File: config.mk
export PLATFORM = sky130hd
export DESIGN_NAME = mem_port_arbiter_flat
export DESIGN_NICKNAME = d
export VERILOG_FILES = /design/src/rtl/mem_port_arbiter_pkg.sv /design/src/rtl/mem_port_arbiter_if.sv /design/src/rtl/mem_port_arbiter_rr_arb2.sv /design/src/rtl/mem_port_arbiter.sv /design/src/flat_wrapper.sv
export SDC_FILE = /design/constraint.sdc
export NUM_CORES = 1
export LEC_CHECK = 0
export CAP_MARGIN = 20
export CORE_AREA = 2 2 179 181
export CTS_CLUSTER_DIAMETER = 40
export CTS_CLUSTER_SIZE = 16
export DETAILED_ROUTE_END_ITERATION = 8
export DIE_AREA = 0 0 181 183
export MAX_ROUTING_LAYER = met4
export SKIP_LAST_GASP = 1
export SLEW_MARGIN = 10
export SYNTH_ARGS = -nofsm -noshare
export SYNTH_HDL_FRONTEND = slang
export SYNTH_HIERARCHICAL = 1
export SYNTH_SLANG_ARGS = --single-unit
File: constraint.sdc
create_clock -name clk -period 2 [get_ports clk]
set_input_delay 0.4 -clock clk [delete_from_list [all_inputs] [get_ports clk]]
set_output_delay 0.4 -clock clk [all_outputs]
set_load 0.02 [all_outputs]
File: src/rtl/mem_port_arbiter_pkg.sv
// Shared types for the two-port memory arbiter.
// State encoding, owner indices, op and size codes.
package mem_arb_pkg;

  typedef enum logic [1:0] {
    IDLE,
    BUSY,
    RELEASE
  } state_e;

  localparam int OWN_IF = 0;
  localparam int OWN_D  = 1;

  localparam logic OP_LOAD  = 1'b0;
  localparam logic OP_STORE = 1'b1;

  localparam logic [1:0] SZ_B = 2'b00;
  localparam logic [1:0] SZ_H = 2'b01;
  localparam logic [1:0] SZ_W = 2'b10;
  localparam logic [1:0] SZ_D = 2'b11;

endpackage

File: src/rtl/mem_port_arbiter_if.sv
// Requester and memory-side signals of the arbiter.
// slave = arbiter view, master = surrounding logic view.
interface mem_port_arbiter_if #(
  parameter int ADDR_W = 64,
  parameter int DATA_W = 64
);

  logic              if_start;
  logic [ADDR_W-1:0] if_addr;
  logic              if_done;
  logic              d_start;
  logic [ADDR_W-1:0] d_addr;
  logic [DATA_W-1:0] d_wdata;
  logic              d_op;
  logic [1:0]        d_size;
  logic              d_done;
  logic [DATA_W-1:0] rdata;
  logic              mem_start;
  logic [ADDR_W-1:0] mem_addr;
  logic [DATA_W-1:0] mem_wdata;
  logic              mem_op;
  logic [1:0]        mem_size;
  logic              mem_done;
  logic [DATA_W-1:0] mem_rdata;
  logic [1:0]        grant;
  logic              err;

  modport slave (
    input  if_start, if_addr,
    input  d_start, d_addr, d_wdata,
    input  d_op, d_size,
    input  mem_done, mem_rdata,
    output if_done, d_done, rdata,
    output mem_start, mem_addr,
    output mem_wdata, mem_op, mem_size,
    output grant, err
  );

  modport master (
    output if_start, if_addr,
    output d_start, d_addr, d_wdata,
    output d_op, d_size,
    output mem_done, mem_rdata,
    input  if_done, d_done, rdata,
    input  mem_start, mem_addr,
    input  mem_wdata, mem_op, mem_size,
    input  grant, err
  );

endinterface

File: src/rtl/mem_port_arbiter_rr_arb2.sv
// Two-way round-robin picker; the pointer
// flips only when both ports contend.
module rr_arb2 (
  input  logic       clk,
  input  logic       reset,
  input  logic [1:0] req,
  input  logic       advance,
  output logic [1:0] gnt
);

  // ptr_q = 1 favours the data port
  logic ptr_q;
  logic ptr_d;

  always_comb begin
    gnt = req;
    if (&req) begin
      gnt = ptr_q ? 2'b10 : 2'b01;
    end
  end

  always_comb begin
    ptr_d = ptr_q;
    if (advance && (&req)) begin
      ptr_d = ~ptr_q;
    end
  end

  always_ff @(posedge clk) begin
    if (reset) begin
      ptr_q <= 1'b1;
    end else begin
      ptr_q <= ptr_d;
    end
  end

endmodule

File: src/rtl/mem_port_arbiter.sv
// Serialises fetch and data requests onto one memory port.
// MEM_ARB_TIMEOUT_EN adds a BUSY watchdog and sticky err.
module mem_port_arbiter
  import mem_arb_pkg::*;
#(
  parameter int ADDR_W         = 64,
  parameter int DATA_W         = 64,
  parameter int TIMEOUT_CYCLES = 255
) (
  input logic               clk,
  input logic               reset,
  mem_port_arbiter_if.slave bus
);

  if (TIMEOUT_CYCLES < 1) begin : g_bad_timeout
    $error("TIMEOUT_CYCLES must be >= 1");
  end

  state_e            state_q, state_d;
  logic [1:0]        grant_q, grant_d;
  logic [ADDR_W-1:0] addr_q, addr_d;
  logic [DATA_W-1:0] wdata_q, wdata_d;
  logic              op_q, op_d;
  logic [1:0]        size_q, size_d;
  logic [DATA_W-1:0] rdata_q, rdata_d;

  logic [1:0] req;
  logic [1:0] gnt;
  logic       advance;

  assign req = {bus.d_start, bus.if_start};

  rr_arb2 u_rr (
    .clk     (clk),
    .reset   (reset),
    .req     (req),
    .advance (advance),
    .gnt     (gnt)
  );

`ifdef MEM_ARB_TIMEOUT_EN
  localparam int CNT_W = $clog2(TIMEOUT_CYCLES + 1);
  localparam logic [CNT_W-1:0] CNT_LAST =
    CNT_W'(TIMEOUT_CYCLES - 1);

  logic [CNT_W-1:0] cnt_q, cnt_d;
  logic             err_q, err_d;
`endif

  always_comb begin
    state_d = state_q;
    grant_d = grant_q;
    addr_d  = addr_q;
    wdata_d = wdata_q;
    op_d    = op_q;
    size_d  = size_q;
    rdata_d = rdata_q;
    advance = 1'b0;
`ifdef MEM_ARB_TIMEOUT_EN
    cnt_d   = cnt_q;
    err_d   = err_q;
`endif
    unique case (state_q)
      IDLE: begin
        advance = 1'b1;
        if (|gnt) begin
          grant_d = gnt;
          state_d = BUSY;
`ifdef MEM_ARB_TIMEOUT_EN
          cnt_d   = '0;
`endif
          if (gnt[OWN_D]) begin
            addr_d  = bus.d_addr;
            wdata_d = bus.d_wdata;
            op_d    = bus.d_op;
            size_d  = bus.d_size;
          end else begin
            addr_d  = bus.if_addr;
            wdata_d = '0;
            op_d    = OP_LOAD;
            size_d  = SZ_W;
          end
        end
      end
      BUSY: begin
        if (bus.mem_done) begin
          state_d = RELEASE;
          if (op_q == OP_STORE) begin
            rdata_d = '0;
          end else begin
            rdata_d = bus.mem_rdata;
          end
`ifdef MEM_ARB_TIMEOUT_EN
        end else if (cnt_q == CNT_LAST) begin
          state_d = RELEASE;
          rdata_d = '0;
          err_d   = 1'b1;
        end else begin
          cnt_d = cnt_q + CNT_W'(1);
`endif
        end
      end
      RELEASE: begin
        state_d = IDLE;
        grant_d = '0;
      end
      default: state_d = IDLE;
    endcase
  end

  always_ff @(posedge clk) begin
    if (reset) begin
      state_q <= IDLE;
      grant_q <= '0;
      addr_q  <= '0;
      wdata_q <= '0;
      op_q    <= 1'b0;
      size_q  <= '0;
      rdata_q <= '0;
    end else begin
      state_q <= state_d;
      grant_q <= grant_d;
      addr_q  <= addr_d;
      wdata_q <= wdata_d;
      op_q    <= op_d;
      size_q  <= size_d;
      rdata_q <= rdata_d;
    end
  end

`ifdef MEM_ARB_TIMEOUT_EN
  always_ff @(posedge clk) begin
    if (reset) begin
      cnt_q <= '0;
      err_q <= 1'b0;
    end else begin
      cnt_q <= cnt_d;
      err_q <= err_d;
    end
  end

  assign bus.err = err_q;
`else
  assign bus.err = 1'b0;
`endif

  assign bus.mem_start = (state_q == BUSY);
  assign bus.mem_addr  = addr_q;
  assign bus.mem_wdata = wdata_q;
  assign bus.mem_op    = op_q;
  assign bus.mem_size  = size_q;
  assign bus.grant     = grant_q;
  assign bus.rdata     = rdata_q;
  assign bus.if_done   =
    (state_q == RELEASE) && grant_q[OWN_IF];
  assign bus.d_done    =
    (state_q == RELEASE) && grant_q[OWN_D];

endmodule

File: src/flat_wrapper.sv
// flat-port wrapper written by rule: the top's interface ports become plain ports
module mem_port_arbiter_flat import mem_arb_pkg::*;
#(
  parameter int ADDR_W         = 64,
  parameter int DATA_W         = 64,
  parameter int TIMEOUT_CYCLES = 255
)
  (clk, reset, bus_if_start, bus_if_addr, bus_d_start, bus_d_addr, bus_d_wdata, bus_d_op, bus_d_size, bus_mem_done, bus_mem_rdata, bus_if_done, bus_d_done, bus_rdata, bus_mem_start, bus_mem_addr, bus_mem_wdata, bus_mem_op, bus_mem_size, bus_grant, bus_err);
  mem_port_arbiter_if #(.ADDR_W(ADDR_W), .DATA_W(DATA_W)) bus_i ();
  input logic clk;
  input logic reset;
  input wire logic [$bits(bus_i.if_start)-1:0] bus_if_start;
  input wire logic [$bits(bus_i.if_addr)-1:0] bus_if_addr;
  input wire logic [$bits(bus_i.d_start)-1:0] bus_d_start;
  input wire logic [$bits(bus_i.d_addr)-1:0] bus_d_addr;
  input wire logic [$bits(bus_i.d_wdata)-1:0] bus_d_wdata;
  input wire logic [$bits(bus_i.d_op)-1:0] bus_d_op;
  input wire logic [$bits(bus_i.d_size)-1:0] bus_d_size;
  input wire logic [$bits(bus_i.mem_done)-1:0] bus_mem_done;
  input wire logic [$bits(bus_i.mem_rdata)-1:0] bus_mem_rdata;
  output wire logic [$bits(bus_i.if_done)-1:0] bus_if_done;
  output wire logic [$bits(bus_i.d_done)-1:0] bus_d_done;
  output wire logic [$bits(bus_i.rdata)-1:0] bus_rdata;
  output wire logic [$bits(bus_i.mem_start)-1:0] bus_mem_start;
  output wire logic [$bits(bus_i.mem_addr)-1:0] bus_mem_addr;
  output wire logic [$bits(bus_i.mem_wdata)-1:0] bus_mem_wdata;
  output wire logic [$bits(bus_i.mem_op)-1:0] bus_mem_op;
  output wire logic [$bits(bus_i.mem_size)-1:0] bus_mem_size;
  output wire logic [$bits(bus_i.grant)-1:0] bus_grant;
  output wire logic [$bits(bus_i.err)-1:0] bus_err;
  assign bus_i.if_start = bus_if_start;
  assign bus_i.if_addr = bus_if_addr;
  assign bus_i.d_start = bus_d_start;
  assign bus_i.d_addr = bus_d_addr;
  assign bus_i.d_wdata = bus_d_wdata;
  assign bus_i.d_op = bus_d_op;
  assign bus_i.d_size = bus_d_size;
  assign bus_i.mem_done = bus_mem_done;
  assign bus_i.mem_rdata = bus_mem_rdata;
  assign bus_if_done = bus_i.if_done;
  assign bus_d_done = bus_i.d_done;
  assign bus_rdata = bus_i.rdata;
  assign bus_mem_start = bus_i.mem_start;
  assign bus_mem_addr = bus_i.mem_addr;
  assign bus_mem_wdata = bus_i.mem_wdata;
  assign bus_mem_op = bus_i.mem_op;
  assign bus_mem_size = bus_i.mem_size;
  assign bus_grant = bus_i.grant;
  assign bus_err = bus_i.err;
  mem_port_arbiter #(.ADDR_W(ADDR_W), .DATA_W(DATA_W), .TIMEOUT_CYCLES(TIMEOUT_CYCLES)) u_core (.clk(clk), .reset(reset), .bus(bus_i));
endmodule
==> results.tsv, run 1 <==
metric	value	unit
first-pass iteration count of the detailed router	5	
share of power burned in registers	41.0	%
largest net degree at the start of global routing	92	
flop-to-flop setup slack	0.32	ns
delay-heaviest family, CP	buffers and inverters	
Starting Density	24.7	%
cell area after synthesis	0.00772	mm^2
CORE AREA	0.0312	mm^2
Least-Margin Pin Slew	0.646	ns
DRC	0	
antenna cells	0	
clock-pin transition on the worst setup and hold timing paths	0.07	ns
Hold Vio Cnt, Final	0	
die width	181	um
Final Util	43.8	%
RR Startpoint	u_core/state_q[0]	
DP Area	0.0131	mm^2
first-pass GRT wire length	43500	um
Cell Rows	65	
Die Area	0.0331	mm^2
most common cell after layout, fill and taps aside	clkdlybuf4s50_1	
DR vias	7543	
HPWL Detailed	20900	um
die height	183	um
clock share of power	32.3	%
CTS tree	done	
clock root buffer	clkbuf_16	
Port Buf Inserts	463	
Slew headroom	56.9	%
R2R depth	4	
Req. time, crit path	1.60	ns
IO Pins	465	
status	completed	
critical path launch point type	flip-flop	
Overflow after GRT	0	
CP peak stage delay	0.69	ns
CP startpoint	u_core/bus.grant[1]	
gr usage total	17.3	%
data arrival time of the worst path	1.50	ns
HP Class	in2reg	
Vias/cell	4.62	
Final Power	0.0110	W
Worst R2R End	u_core/bus.mem_wdata[53]	
number of synthesized register bits	200	
dpl ws	-0.179	ns
sequential share of the synthesized area	51.8	%
setup slack after layout	0.101	ns
Power Density	802	mW/mm^2
Routed Antenna Nets	0	
Tmin final	1.90	ns
CTS Sinks	200	
crit-path cells	clkdlybuf4s50_1	
WS Path Type	reg2out	
CP endpoint	bus_grant[1]	
post-synth cell types	34	
RSZ-0062 raised after global routing	false	
sw frac	30.0	%
# fillers	2983	
CP bufs+invs	1	
Post-synth EDFFs	0	
Leak	5.08	nW
Peak VDD IR	444	uV
Slew Limit Fails	0	
Avg WL per Cell	17.8	um
final setup violation count	0	
Primary FF master, synth	dfxtp_1	
Syn. warnings	6	
Layout area overhead	77.0	%
syn avg cell area	10.0	um^2
H-tree levels	4	
TritonCTS Buffers	17	
Comb power frac	26.8	%
skew final	0.0122	ns
most frequent cells in the layout	459 x clkdlybuf4s50_1, 199 x dfxtp_1, 124 x a21oi_1	
Post-Layout Inst Area	0.0137	mm^2
Starting DRT DRC Count	299	
initial antenna violation count	0	
Post-Syn Instances	769	
clk_lat worst skew	0.44	ns
placed cell count	1601	
critical path capture point type	primary output	
Crit-path slowest cell	clkdlybuf4s50_1	
nets@finish	1482	
post-route insts no fill	1633	
Psw	0.00329	W
max frequency	527	MHz
routability cong.	0.776	
vias in the first global route	7493	
max cap viols	0	
Post-Route WL	29100	um
cell depth of the worst setup path	1	
critical-path maximum fanout	4	
Syn Nets	1033	
layout cells sized above 1	10.6	%
post-route clock period utilization	95.0	%
clk buf depth	2	
internal cell power	0.00767	W
hold_buf cts	0	
Post-synth ARST share	0	%
[Yosys cell counts, types with 2 or more instances]
library cell    n  share of area [%]
nand2b_1        5               0.40
and3b_1         2               0.23
buf_6           4               0.58
nand2_1        69                3.4
dfxtp_1       200                 52
buf_4           7               0.68
mux2i_1        64                8.3
a21oi_1       124                8.0
a21o_1          3               0.29
a21boi_0        2               0.19
clkbuf_1       43                2.1
nor2b_1         2               0.16
a21oi_2        11                1.2
a211oi_1       34                3.3
a22o_1         64                7.3
buf_2          23                1.5
a211oi_2       30                4.9
o21ai_0        66                4.3
[area by class of cell]
cell class | instances | area [um^2] | area share [%]
Inverter | 2 | 8.76 | 0.0641
Timing Repair Buffer | 509 | 5200 | 38.0
Multi-Input combinational cell | 488 | 3360 | 24.6
Tap cell | 402 | 503 | 3.68
Clock buffer | 19 | 453 | 3.31
Sequential cell | 200 | 4010 | 29.3
Clock inverter | 13 | 140 | 1.02
[metal layers]
| metal | up-vias | global-route usage, % | part of all wire, % |
|---|---|---|---|
| li1 | 3697 | - | - |
| met1 | 3495 | 20.3 | 43 |
| met2 | 327 | 28.2 | 47 |
| met3 | 24 | 5.28 | 8.2 |
| met4 | 0 | 5.56 | 1.8 |
| met5 | - | - | 0 |
[per-stage QoR]
step	hold slack, ns	TNS (ns)
floorplan	0.486	0
global placement	0.456	-11.63
detailed placement	0.463	-16.59
CTS	0.135	0
global route	0.143	0
finish	0.165	0
[power by group through the flow]
stage | Clock [W] | Combinational, W | Sequential, W
after floorplan | 0 | 0.000963 | 0.00495
after global placement | 0 | 0.00294 | 0.00457
after detailed placement | 0 | 0.00295 | 0.00458
after CTS | 0.00366 | 0.00296 | 0.00449
after global routing | 0.00381 | 0.00311 | 0.00453
final | 0.00354 | 0.00294 | 0.00449
[sequential cells by signal, indices dropped and copies added, names as in the netlist]
register and count:
u_core/bus.grant 2, u_core/bus.mem_addr 64, u_core/bus.mem_wdata 64, u_core/bus.mem_size 2, u_core/u_rr/ptr_q 1, u_core/state_q 2
u_core/bus.mem_op 1, u_core/bus.rdata 64
[cells by family after synthesis]
kind of cell	after synthesis	synth area share (%)
compound gates	335	29.6
buf+inv	81	5.20
flops	200	51.8
simple gates	88	5.05
mux	64	8.29
other cells	1	0.0485
[worst min-delay path by stage]
stage	to	from	cells past startpoint	slack (ns)
floorplan	u_core/u_rr/ptr_q	reset	1	0.49
global placement	u_core/bus.mem_wdata[61]	u_core/bus.mem_wdata[61]	2	0.46
detailed placement	u_core/bus.rdata[51]	u_core/bus.rdata[51]	1	0.46
CTS	u_core/state_q[1]	reset	2	0.14
global route	u_core/state_q[1]	reset	2	0.14
finish	u_core/state_q[1]	reset	2	0.17
[what timing repair did]
action / CTS / global route
setup endpoints to repair: 3 / 1
gates cloned: 0 / 0
gates resized for setup: 4 / 1
setup buffers: 0 / 0
No activity file was read; power rests on OpenSTA's default activity.
==> run 2: changes to the inputs <==
--- a/config.mk
+++ b/config.mk
@@ -6,11 +6,12 @@
 export NUM_CORES = 1
 export LEC_CHECK = 0
 export CAP_MARGIN = 20
-export CORE_AREA = 2 2 179 181
+export CORE_AREA = 2 2 182 184
+export CTS_BUF_LIST = sky130_fd_sc_hd__clkbuf_4 sky130_fd_sc_hd__clkbuf_8
 export CTS_CLUSTER_DIAMETER = 40
 export CTS_CLUSTER_SIZE = 16
 export DETAILED_ROUTE_END_ITERATION = 8
-export DIE_AREA = 0 0 181 183
+export DIE_AREA = 0 0 184 186
 export MAX_ROUTING_LAYER = met4
 export SKIP_LAST_GASP = 1
 export SLEW_MARGIN = 10
==> run 2 against run 1 <==
Net effect:
- sequential share of layout area rose by 0.41 points
- wire length down 1.7%
- critical path depth did not move
- largest cell class unchanged
- final area fell by 1.4%
- via count rose by 0.58%
- clock skew increased by 0.0050 ns
- worst setup slack got worse by 0.0049 ns
- utilization fell by 1.9 points
- sequential power is essentially flat
- largest power group unchanged
- final cell count increased by 0.61%
- combinational power hardly changed
- die area grew 3.3%
- critical endpoint is now bus_rdata[60]
==> results.tsv, run 2 (synthesis results as in run 1) <==
metric	value	unit	change
clk buf depth	2		unchanged
Cell Rows	66		+1.5%
RSZ-0062 raised after global routing	false		
CP peak stage delay	0.64	ns	-0.05 ns
largest net degree at the start of global routing	137		+49%
Leak	5.03	nW	-1.0%
vias in the first global route	7498		+0.067%
crit-path cells	clkdlybuf4s50_1		
Slew Limit Fails	0		unchanged
CP bufs+invs	1		unchanged
Tmin final	1.90	ns	+0.00490 ns
critical path capture point type	primary output		
Least-Margin Pin Slew	0.830	ns	+0.184 ns
most frequent cells in the layout	455 x clkdlybuf4s50_1, 200 x dfxtp_1, 124 x a21oi_1		
CORE AREA	0.0322	mm^2	+3.1%
placed cell count	1611		+0.62%
initial antenna violation count	0		unchanged
most common cell after layout, fill and taps aside	clkdlybuf4s50_1		
Power Density	747	mW/mm^2	-6.9%
final setup violation count	0		unchanged
TritonCTS Buffers	17		unchanged
Avg WL per Cell	17.4	um	-2.3%
data arrival time of the worst path	1.50	ns	about the same
max frequency	525	MHz	-0.26%
clock-pin transition on the worst setup and hold timing paths	0.12	ns	+0.05 ns
layout cells sized above 1	10.9	%	+0.29 points
status	completed		
first-pass iteration count of the detailed router	4		-1
gr usage total	16.2	%	-1.0 points
Starting Density	24.0	%	-0.75 points
DRC	0		unchanged
first-pass GRT wire length	42000	um	-3.5%
CTS tree	done		
post-route insts no fill	1643		+0.61%
Die Area	0.0342	mm^2	+3.3%
critical-path maximum fanout	2		-2
max cap viols	0		unchanged
die width	184	um	+1.7%
critical path launch point type	flip-flop		
Req. time, crit path	1.60	ns	about the same
clock root buffer	clkbuf_8		
DR vias	7587		+0.58%
HP Class	in2reg		
Overflow after GRT	0		unchanged
Post-Route WL	28600	um	-1.7%
Crit-path slowest cell	clkdlybuf4s50_1		
clk_lat worst skew	0.47	ns	+0.03 ns
H-tree levels	4		unchanged
Starting DRT DRC Count	284		-5.0%
flop-to-flop setup slack	0.28	ns	-0.04 ns
Hold Crit Start	reset		
routability cong.	0.761		-2.0%
Routed Antenna Nets	0		unchanged
die height	186	um	+1.6%
nets@finish	1486		+0.27%
CP startpoint	u_core/bus.rdata[60]		
Hold Vio Cnt, Final	0		unchanged
WS Path Type	reg2out		
post-route clock period utilization	95.2	%	+0.24 points
IO Pins	465		unchanged
HPWL Detailed	20700	um	-1.0%
delay-heaviest family, CP	buffers and inverters		
post-CTS setup repair buffer count	0		unchanged
hold_buf cts	0		unchanged
Port Buf Inserts	463		unchanged
Fin Hold WS	0.438	ns	+0.273 ns
Slew headroom	44.6	%	-12 points
CTS resizes	7		+3
Vias/cell	4.62		about the same
antenna cells	0		unchanged
RR Startpoint	u_core/state_q[1]		
Peak VDD IR	344	uV	-22%
skew final	0.0172	ns	+0.00503 ns
CTS Sinks	200		unchanged
Layout area overhead	74.5	%	
[run 2: cell types whose count changed in the layout (fill, tap and decap cells not counted), sizes merged]
cell,before,now
clkinvlp,4,2
clkbuf,19,21
dlymetal6s2s,0,1
clkdlybuf4s50,459,455
dlygate4sd2,2,3
buf,48,51
clkdlybuf4s15,0,1
inv,5,7
[run 2: worst paths after layout]
check             depth (start not counted)                      end
setup / recovery                          1            bus_rdata[60]
hold / removal                            3        u_core/state_q[1]
setup reg to reg                          6  u_core/bus.mem_addr[52]
hold reg to reg                           2  u_core/bus.mem_wdata[5]
[run 2: power by group]
group | total [W] | switching (W) | internal (W)
registers | 0.00448 | 0.000168 | 0.00431
logic | 0.00293 | 0.00141 | 0.00153
clock network | 0.00266 | 0.00159 | 0.00107
[run 2: area by class of cell]
cell class / instances / area [um^2]
Fill cell: 3125 / 18700
Multi-Input combinational cell: 488 / 3360
Inverter: 2 / 8.76
Sequential cell: 200 / 4000
Clock inverter: 13 / 134
Clock buffer: 19 / 255
Tap cell: 408 / 510
Timing Repair Buffer: 513 / 5210
[run 2: through the flow]
| stage | TNS, ns | power, W | util (%) | cell area, um^2 | setup slack (ns) |
|---|---|---|---|---|---|
| finish | 0 | 0.0101 | 41.9 | 13500 | 0.0959 |
| detailed placement | -20.57 | 0.00752 | 40.7 | 13100 | -0.214 |
| floorplan | 0 | 0.00591 | - | 7720 | 0.290 |
| global route | 0 | 0.0106 | 41.9 | 13500 | 0.00261 |
| global placement | -14.74 | 0.00751 | 40.7 | 13100 | -0.158 |
| CTS | -0.139 | 0.0102 | 41.9 | 13500 | -0.139 |
[run 2: metal layers]
layer  vias to the layer above  GRT usage, %  share of wire, %
met5                         -             -                 0
met1                      3575          18.9                43
met4                         0          5.28               1.6
met2                       286          26.8                48
li1                       3700             -                 -
met3                        26          4.83               7.6
==> run 3: changes to the inputs <==
--- a/config.mk
+++ b/config.mk
@@ -13,6 +13,8 @@
 export DETAILED_ROUTE_END_ITERATION = 8
 export DIE_AREA = 0 0 184 186
 export MAX_ROUTING_LAYER = met4
+export REMOVE_ABC_BUFFERS = 1
+export SETUP_SLACK_MARGIN = 0.05
 export SKIP_LAST_GASP = 1
 export SLEW_MARGIN = 10
 export SYNTH_ARGS = -nofsm -noshare
==> run 3 against run 2 <==
Net effect:
- global-route usage rose by 0.25 points
- combinational power barely moved
- clock skew fell by 0.0022 ns
- worst setup slack improved by 0.011 ns
- register-to-register slack improved by 0.06 ns
- clock-buffer cell count rose by 1
- largest cell class unchanged
- largest power group unchanged
- highest routed layer unchanged
==> results.tsv, run 3 (synthesis results as in run 1) <==
metric	value	unit	change
DRC	0		unchanged
CTS tree	done		
layout cells sized above 1	10.6	%	-0.37 points
Port Buf Inserts	463		unchanged
placed cell count	1607		-0.25%
WS Path Type	reg2out		
share of power burned in registers	44.4	%	about the same
DP Area	0.0131	mm^2	-0.35%
HP Class	in2reg		
die height	186	um	unchanged
CTS Sinks	200		unchanged
internal cell power	0.00694	W	+0.54%
Post-Layout Inst Area	0.0135	mm^2	-0.11%
TritonCTS Buffers	17		unchanged
clk buf depth	2		unchanged
RSZ-0062 raised after global routing	false		
critical-path maximum fanout	2		unchanged
initial antenna violation count	0		unchanged
routability cong.	0.791		+3.9%
delay-heaviest family, CP	buffers and inverters		
Req. time, crit path	1.60	ns	about the same
Power Density	750	mW/mm^2	+0.44%
clock-pin transition on the worst setup and hold timing paths	0.11	ns	about the same
most common cell after layout, fill and taps aside	clkdlybuf4s50_1		
clk_lat worst skew	0.47	ns	about the same
max cap viols	0		unchanged
Layout area overhead	74.3	%	
Final Power	0.0101	W	+0.33%
clock root buffer	clkbuf_8		
Hold Vio Cnt, Final	0		unchanged
post-route clock period utilization	94.7	%	-0.54 points
CP bufs+invs	1		unchanged
Tmin final	1.89	ns	-0.0109 ns
Starting Density	24.0	%	unchanged
Starting DRT DRC Count	279		-1.8%
critical path launch point type	flip-flop		
data arrival time of the worst path	1.49	ns	about the same
largest net degree at the start of global routing	70		-49%
DR vias	7533		-0.71%
max frequency	528	MHz	+0.57%
Cell Rows	66		unchanged
HPWL Detailed	21400	um	+3.6%
first-pass iteration count of the detailed router	4		unchanged
Psw	0.00316	W	-0.14%
vias in the first global route	7542		+0.59%
antenna cells	0		unchanged
clock share of power	26.8	%	+0.4 points
final setup violation count	0		unchanged
crit-path cells	clkdlybuf4s50_1		
Overflow after GRT	0		unchanged
CORE AREA	0.0322	mm^2	unchanged
CP peak stage delay	0.68	ns	+0.04 ns
sw frac	31.2	%	-0.15 points
Post-Route WL	29000	um	+1.7%
Avg WL per Cell	17.7	um	+1.9%
final setup TNS	0	ns	unchanged
IO Pins	465		unchanged
H-tree levels	4		unchanged
Routed Antenna Nets	0		unchanged
hold_buf cts	0		unchanged
critical path capture point type	primary output		
Leak	5.15	nW	+2.5%
Peak VDD IR	360	uV	+4.6%
nets@finish	1482		-0.27%
most frequent cells in the layout	443 x clkdlybuf4s50_1, 199 x dfxtp_1, 124 x a21oi_1		
die width	184	um	unchanged
status	completed		
post-route insts no fill	1639		-0.24%
gr usage total	16.5	%	+0.25 points
Crit-path slowest cell	clkdlybuf4s50_1		
Slew Limit Fails	0		unchanged
Final Util	41.8	%	-0.047 points
skew final	0.0151	ns	-0.00216 ns
Vias/cell	4.60		-0.47%
Die Area	0.0342	mm^2	unchanged
# fillers	3161		+1.2%
Comb power frac	28.8	%	-0.3 points
first-pass GRT wire length	42300	um	+0.67%
[run 3: changes by cell type in the layout (fill, tap and decap cells not counted), sizes merged]
| cell | change |
|---|---|
| clkdlybuf4s50 | -12 |
| dlymetal6s2s | +7 |
| dlygate4sd2 | +6 |
| buf | -4 |
| clkinv | -1 |
[run 3: routing by layer]
layer,global-route usage [%],share of wire [%],vias to the layer above
li1,-,-,3691
met1,18.9,41,3527
met2,28.3,49,298
met3,4.93,8.1,17
met4,3.87,1.2,0
met5,-,0,-
[run 3: power groups by stage]
stage / clock network, W / registers [W] / logic, W
floorplan: 0 / 0.00495 / 0.000884
global placement: 0 / 0.00457 / 0.00293
detailed placement: 0 / 0.00457 / 0.00294
CTS: 0.00285 / 0.00449 / 0.00294
global route: 0.00299 / 0.00453 / 0.00309
finish: 0.00271 / 0.00448 / 0.00291
[run 3: area by class of cell]
| cell class | count | area [um^2] | share of cell area [%] |
|---|---|---|---|
| sequential | 200 | 4010 | 29.7 |
| clock buffer | 20 | 275 | 2.04 |
| multi-input combinational | 488 | 3350 | 24.9 |
| tap | 408 | 510 | 3.79 |
| clock inverter | 12 | 131 | 0.976 |
| timing repair buffer | 509 | 5180 | 38.5 |
| inverter | 2 | 8.76 | 0.0650 |
[run 3: what timing repair did]
item	CTS	global route
gates resized for setup	13	10
pin swaps	0	0
endpoints found under the setup margin	11	10
buffers inserted	0	0
gates cloned	0	0
endpoints found under the hold margin	0	0
[run 3: worst paths after layout]
path | cells after the start | endpoint | slack, ns | start
setup reg to reg | 7 | u_core/bus.mem_wdata[22] | 0.34 | u_core/u_rr/ptr_q
hold / removal | 2 | u_core/bus.mem_wdata[19] | 0.31 | reset
setup / recovery | 1 | bus_rdata[10] | 0.11 | u_core/bus.rdata[10]
hold reg to reg | 2 | u_core/bus.mem_wdata[31] | 0.47 | u_core/bus.mem_wdata[31]
[run 3: metrics by stage]
step	setup slack (ns)	hold WS [ns]
final	0.107	0.307
after global routing	0.0501	0.268
after CTS	0.0561	0.263
after detailed placement	-0.174	0.464
after global placement	-0.159	0.456
after floorplan	-9.69	0.465
